$ cat src/rtl/ib_lut_mem_ctrl_pkg.sv
// Shared constants, FSM state type and sizing for the IB LUT memory controller.
// Resize the LUT here; the controller and arbiter pick the values up by import.
package ib_lut_ctrl_pkg;

  localparam int QUAN_SIZE       = 3;
  localparam int PAGE_NUM        = 16;
  // Only an interleave of 2 is supported by the page packer.
  localparam int BANK_INTERLEAVE = 2;
  localparam int ADDR_BITWIDTH   = 4;
  localparam int PAGE_SIZE       = QUAN_SIZE * BANK_INTERLEAVE;
  localparam int REQ_NUM         = 2;

  typedef enum logic [1:0] {
    IDLE  = 2'd0,
    LOAD  = 2'd1,
    READY = 2'd2
  } state_t;

endpackage

$ cat src/rtl/ib_lut_mem_ctrl_arb.sv
// Two-input round-robin arbiter: one grant per cycle, ties go to the requester
// that was not served last. rr_last starts at 1 so r0 wins the first tie.
module rr_arbiter_2
  import ib_lut_ctrl_pkg::*;
(
  input  logic               sys_clk,
  input  logic               rstn,
  input  logic               en,
  input  logic [REQ_NUM-1:0] req,
  output logic [REQ_NUM-1:0] gnt
);

  logic rr_last_q;

  always_comb begin
    gnt = '0;
    if (en) begin
      if (req[0] && req[1]) begin
        gnt = rr_last_q ? {1'b0, 1'b1} : {1'b1, 1'b0};
      end else begin
        gnt = req;
      end
    end
  end

  always_ff @(posedge sys_clk or negedge rstn) begin
    if (!rstn) begin
      rr_last_q <= 1'b1;
    end else if (|gnt) begin
      rr_last_q <= gnt[1];
    end
  end

endmodule

$ cat src/rtl/ib_lut_mem_ctrl.sv
// IB LUT memory controller: packs the serial config stream into pages, then
// serves round-robin single-word reads with a fixed two-cycle return latency.
module ib_lut_mem_ctrl
  import ib_lut_ctrl_pkg::*;
(
  input  logic                     sys_clk,
  input  logic                     rstn,
  input  logic                     load_start_i,
  input  logic                     load_valid_i,
  input  logic [QUAN_SIZE-1:0]     load_word_i,
  output logic                     load_done_o,
  output logic                     busy_o,
  input  logic                     r0_req_i,
  input  logic                     r1_req_i,
  input  logic [ADDR_BITWIDTH:0]   r0_addr_i,
  input  logic [ADDR_BITWIDTH:0]   r1_addr_i,
  output logic                     r0_gnt_o,
  output logic                     r1_gnt_o,
  output logic                     r0_rd_valid_o,
  output logic                     r1_rd_valid_o,
  output logic [QUAN_SIZE-1:0]     rd_word_o,
  output logic [ADDR_BITWIDTH-1:0] mem_addr_o,
  output logic                     mem_we_o,
  output logic [PAGE_SIZE-1:0]     mem_wdata_o,
  output logic                     mem_strobe_o,
  input  logic [QUAN_SIZE-1:0]     mem_word_i
);

  localparam logic [ADDR_BITWIDTH:0] PAGE_END = (ADDR_BITWIDTH + 1)'(PAGE_NUM);

  state_t                 state_q, state_d;
  logic [ADDR_BITWIDTH:0] page_cnt_q;
  logic                   word_cnt_q;
  logic [QUAN_SIZE-1:0]   upper_q;
  logic                   s1_vld_q, s1_id_q, s1_sel_q;
  logic [REQ_NUM-1:0]     req, gnt;
  logic                   load_beat, load_last_wr, load_enter, arb_en;

  assign busy_o       = (state_q == LOAD);
  assign load_beat    = (state_q == LOAD) && load_valid_i;
  // page_cnt has already advanced past the final page while its write is on the port
  assign load_last_wr = (state_q == LOAD) && mem_we_o && (page_cnt_q == PAGE_END);
  assign load_enter   = (state_q != LOAD) && (state_d == LOAD);
  assign arb_en       = (state_q == READY) && !load_start_i;
  assign req          = {r1_req_i, r0_req_i};
  assign r0_gnt_o     = gnt[0];
  assign r1_gnt_o     = gnt[1];
  assign rd_word_o    = mem_word_i;

  rr_arbiter_2 u_arb (
    .sys_clk (sys_clk),
    .rstn    (rstn),
    .en      (arb_en),
    .req     (req),
    .gnt     (gnt)
  );

  always_ff @(posedge sys_clk or negedge rstn) begin
    if (!rstn) begin
      state_q <= IDLE;
    end else begin
      state_q <= state_d;
    end
  end

  always_comb begin
    state_d = state_q;
    unique case (state_q)
      IDLE, READY: if (load_start_i) state_d = LOAD;
      LOAD:        if (load_last_wr) state_d = READY;
      default:     state_d = IDLE;
    endcase
  end

  // Word packer: first beat of a pair fills the upper half, second launches the write.
  always_ff @(posedge sys_clk or negedge rstn) begin
    if (!rstn) begin
      page_cnt_q  <= '0;
      word_cnt_q  <= 1'b0;
      upper_q     <= '0;
      mem_we_o    <= 1'b0;
      mem_wdata_o <= '0;
      load_done_o <= 1'b0;
    end else begin
      mem_we_o <= 1'b0;
      if (load_enter) begin
        page_cnt_q  <= '0;
        word_cnt_q  <= 1'b0;
        load_done_o <= 1'b0;
      end else if (load_beat) begin
        if (!word_cnt_q) begin
          upper_q    <= load_word_i;
          word_cnt_q <= 1'b1;
        end else begin
          mem_we_o    <= 1'b1;
          mem_wdata_o <= {upper_q, load_word_i};
          page_cnt_q  <= page_cnt_q + 1'b1;
          word_cnt_q  <= 1'b0;
        end
      end
      if (load_last_wr) begin
        load_done_o <= 1'b1;
      end
    end
  end

  always_ff @(posedge sys_clk or negedge rstn) begin
    if (!rstn) begin
      mem_addr_o <= '0;
    end else if (load_beat && word_cnt_q) begin
      mem_addr_o <= page_cnt_q[ADDR_BITWIDTH-1:0];
    end else if (gnt[0]) begin
      mem_addr_o <= r0_addr_i[ADDR_BITWIDTH:1];
    end else if (gnt[1]) begin
      mem_addr_o <= r1_addr_i[ADDR_BITWIDTH:1];
    end
  end

  // Read return pipe keeps running across a reload so in-flight reads still complete.
  always_ff @(posedge sys_clk or negedge rstn) begin
    if (!rstn) begin
      s1_vld_q      <= 1'b0;
      s1_id_q       <= 1'b0;
      s1_sel_q      <= 1'b0;
      mem_strobe_o  <= 1'b0;
      r0_rd_valid_o <= 1'b0;
      r1_rd_valid_o <= 1'b0;
    end else begin
      s1_vld_q      <= |gnt;
      s1_id_q       <= gnt[1];
      s1_sel_q      <= gnt[1] ? r1_addr_i[0] : r0_addr_i[0];
      mem_strobe_o  <= s1_sel_q;
      r0_rd_valid_o <= s1_vld_q && !s1_id_q;
      r1_rd_valid_o <= s1_vld_q && s1_id_q;
    end
  end

endmodule

$ cat config.mk
export PLATFORM = sky130hd
export DESIGN_NAME = ib_lut_mem_ctrl
export DESIGN_NICKNAME = d
export VERILOG_FILES = /design/src/rtl/ib_lut_mem_ctrl_pkg.sv /design/src/rtl/ib_lut_mem_ctrl_arb.sv /design/src/rtl/ib_lut_mem_ctrl.sv
export SDC_FILE = /design/constraint.sdc
export NUM_CORES = 1
export LEC_CHECK = 0
export ABC_CLOCK_PERIOD_IN_PS = 2300
export CELL_PAD_IN_SITES_DETAIL_PLACEMENT = 0
export CELL_PAD_IN_SITES_GLOBAL_PLACEMENT = 1
export CORE_AREA = 4 4 67 69
export CTS_BUF_LIST = sky130_fd_sc_hd__clkbuf_16
export DETAILED_ROUTE_END_ITERATION = 10
export DIE_AREA = 0 0 71 73
export HOLD_SLACK_MARGIN = 0.05
export PLACE_DENSITY = 0.86
export SLEW_MARGIN = 40
export SYNTH_ARGS = -nofsm -noshare
export SYNTH_HDL_FRONTEND = slang
export SYNTH_SLANG_ARGS = --single-unit
$ cat constraint.sdc
create_clock -name sys_clk -period 2.3 [get_ports sys_clk]
set_clock_uncertainty 0.1 [all_clocks]
set_input_delay 0.46 -clock sys_clk [delete_from_list [all_inputs] [get_ports sys_clk]]
set_output_delay 0.46 -clock sys_clk [all_outputs]
set_load 0.01 [all_outputs]
==> results.md <==
- Peak supply drop: around 0.00064 V
- Post-route clock period utilization: between 90 and 100%
- Die Y: 73 µm
- CTS tree: built
- Switching Fraction: roughly 29%
- Via density per instance: roughly 4.8
- Power density over the cells: roughly 1100 nW/µm²
- Reg2reg end: page_cnt_q[3]$_DFFE_PN0P_
- Fin. Hold Viols: 0
- First-pass DRT Iterations: 4
- Leak: just over 0.9 nW
- Clock sinks: 30
- Worst Hold Class: reg2reg
- Metal2 WL: about 1.5 mm
- P_sw: 634 µW
- Die Width: between 70 and 80 µm
- R2r setup slk: 0.60 ns
- Worst slew margin: 71.3%
- Number of register bits inferred by synthesis: 30
- Fin Setup TNS: 0 ns
- Seq pwr share: 38.1%
- Num ports: 43
- Synth warnings: 0
- ANT nets after route: 0
- Clk pwr share: about 32%
- Hold Crit Depth: 0
- F_max: ~450 MHz
- Port Buffers: 36
- Hold_sp: s1_sel_q$_DFF_PN0_
- Startpoint types: primary input
- DR top layer: met4
- Initial Utilization: 35.3%
- RSZ-0062 raised after global routing: false
- Final Setup Violations: 0
- Worst setup path class: in2out
- Power, Total: 2.19 mW
- Max Cap Violations: 0
- Post-DP HPWL: 2.25 mm
- Post-synthesis sequential area ratio: 54.4%
- Syn nets: about 150
- Wire length on met3: 186 µm
- Final Routed Wirelength: around 3.0 mm
- Post-synth EDFFs: 0
- Hold buffers post-CTS: 0
- CTS clock-pin slew for the worst setup and hold paths: approximately 0.05 ns
- Crit path required time: 1.74 ns
- NumNets Final: between 200 and 250
- Initial antenna violation count: 0
- Pint: between 1.5 and 2 mW
- Die area: slightly above 5000 µm²
- Worst R2R Path Depth: 7
- WL per Instance: ~13 µm
- Worst-path fanout max: 3
- Worst reg2reg path startpoint: state_q[0]$_DFF_PN0_
- Worst path arrival time: roughly 1.6 ns
- Largest net degree at the start of global routing: 31
- Distinct cells, synth: 42
- Clk buf depth: 2
- H-tree lvl count: 2
- Initial DRC count: 33
- Grt ovf: 0
- Area grow syn2layout: 45.1%
- First-pass GRT wire length: 5.40 mm
- Async SR Flop Fraction: 100%
- Global Route Usage Sum: a little over an eighth
- Pins over their slew limit: 0
- Share of cells above drive strength 1: 19.6%
- Met1 Wirelength: 1.31 mm
- Syn_area_per_cell: between 10 and 15 µm²
- Gate power share: 29.6%
- Netlist Area Pre-Place: roughly 1400 µm²
- Cts bufs inserted: 5
- Status: finished clean
- Min-Delay Endpoint: mem_strobe_o$_DFF_PN0_
- Core ar.: slightly below 4000 µm²
- Clock root buffer master: clkbuf_16
- Crit path capture type: output pin
- Clk_lat worst skew: around 0.27 ns
- Post-Syn Instances: 130
- Final min period: ~2.2 ns
- Gp weighted congestion: ~0.8
- DRC: 0
- Vias in the first global route: 1200
- Worst-Margin Slew: between 0.4 and 0.5 ns
- DR vias: roughly 1100
- Diodes inserted: 0
- Rows: 23
- Ys flop type: dfrtp_1
## worst max-delay path, cell delays in order
cell	delay (ns)
clkdlybuf4s50_1	0.42
or3b_4	0.42
nor3_1	0.18
buf_2	0.16
## cells in the final DEF (no fill, tap or decap), types with 2 or more instances in the layout
cell type / instances
o21ai_0: 3
nand2_1: 26
dfrtp_1: 29
nor2b_1: 5
clkdlybuf4s50_1: 34
mux2_2: 3
inv_1: 5
o21ai_1: 3
xor2_1: 4
ha_1: 2
nor2_1: 9
a21oi_1: 2
o32a_1: 2
o22ai_1: 3
clkbuf_16: 5
buf_4: 13
nand4_1: 2
## cell type report
cell class,instances,area (µm²)
Timing Repair Buffer,49,448
Sequential cell,30,752
Inverter,6,23.8
Clock inverter,2,33.8
Fill cell,361,1910
Clock buffer,5,125
Tap cell,50,62.6
Multi-Input combinational cell,87,559
## Yosys cell counts (2+ instances only)
library cell	n	area, µm²
dfrtp_1	29	726
nand2_1	26	97.6
nor2_1	9	33.8
inv_1	5	18.8
nor2b_1	5	31.3
xor2_1	4	35.0
buf_2	3	15.0
buf_4	3	22.5
mux2_2	3	33.8
o21ai_0	3	15.0
o21ai_1	3	15.0
o22ai_1	3	18.8
a21oi_1	2	10.0
ha_1	2	25.0
nand4_1	2	12.5
o32a_1	2	20.0
## worst max path at each step
stage / slack [ns] / cells after the start / to / startpoint
finish: 0.1 / 4 / r0_gnt_o / load_start_i
global route: 0.03 / 4 / r0_gnt_o / load_start_i
CTS: 0.009 / 4 / r1_gnt_o / load_start_i
detailed placement: -0.45 / 4 / r0_gnt_o / load_start_i
global placement: -0.45 / 4 / r0_gnt_o / load_start_i
floorplan: 0.44 / 3 / r0_gnt_o / load_start_i
## state kept, by name, indices dropped and copies added (netlist names), 2 cells and up
signal / flops
mem_addr_o: 4
mem_wdata_o: 6
page_cnt_q: 5
state_q: 2
upper_q: 3
## power by group through the flow
stage | Clock (mW) | Sequential [mW] | Combinational, mW
2_1_floorplan | 0 | 0.861 | 0.302
5_1_grt | 0.746 | 0.864 | 0.727
4_1_cts | 0.725 | 0.836 | 0.662
6_report | 0.708 | 0.835 | 0.649
3_5_place_dp | 0 | 0.841 | 0.657
3_3_place_gp | 0 | 0.830 | 0.638
## through the flow
| stage | utilization, % | setup slack, ns | instance area [µm²] | hold WS (ns) | instances |
|---|---|---|---|---|---|
| detailed placement | 47.2 | -0.452 | 1850 | 0.236 | 221 |
| global placement | 47.2 | -0.447 | 1850 | 0.235 | 221 |
| finish | 51.2 | 0.0973 | 2000 | 0.245 | 229 |
| floorplan | - | 0.444 | 1380 | 0.0644 | 130 |
| CTS | 51.3 | 0.00876 | 2010 | 0.247 | 229 |
| global route | 51.2 | 0.0293 | 2000 | 0.261 | 229 |
## metal layers
layer,vias to the layer above,GRT usage [%]
met5,-,0
met4,0,4.38
met3,2,4.68
met2,35,22.9
met1,532,15.4
li1,526,-
## cells by family (layout without fill, tap and decap cells)
logic type | count (synthesis) | count (layout) | share of synthesized area [%]
AOI/OAI and AO/OA | 21 | 21 | 10.8
adders and majority gates | 2 | 2 | 1.81
buffers and inverters | 13 | 62 | 5.25
and+or+nand+nor | 55 | 55 | 21.2
xor gates and xnor gates | 4 | 4 | 2.54
muxes | 5 | 5 | 3.99
DFF | 30 | 30 | 54.4
## repair_timing
action,in CTS,in global routing
pin swaps,1,0
endpoints found under the setup margin,2,1
buffers inserted,1,0
resized for setup,7,1
(Power assumes the default switching activity.)
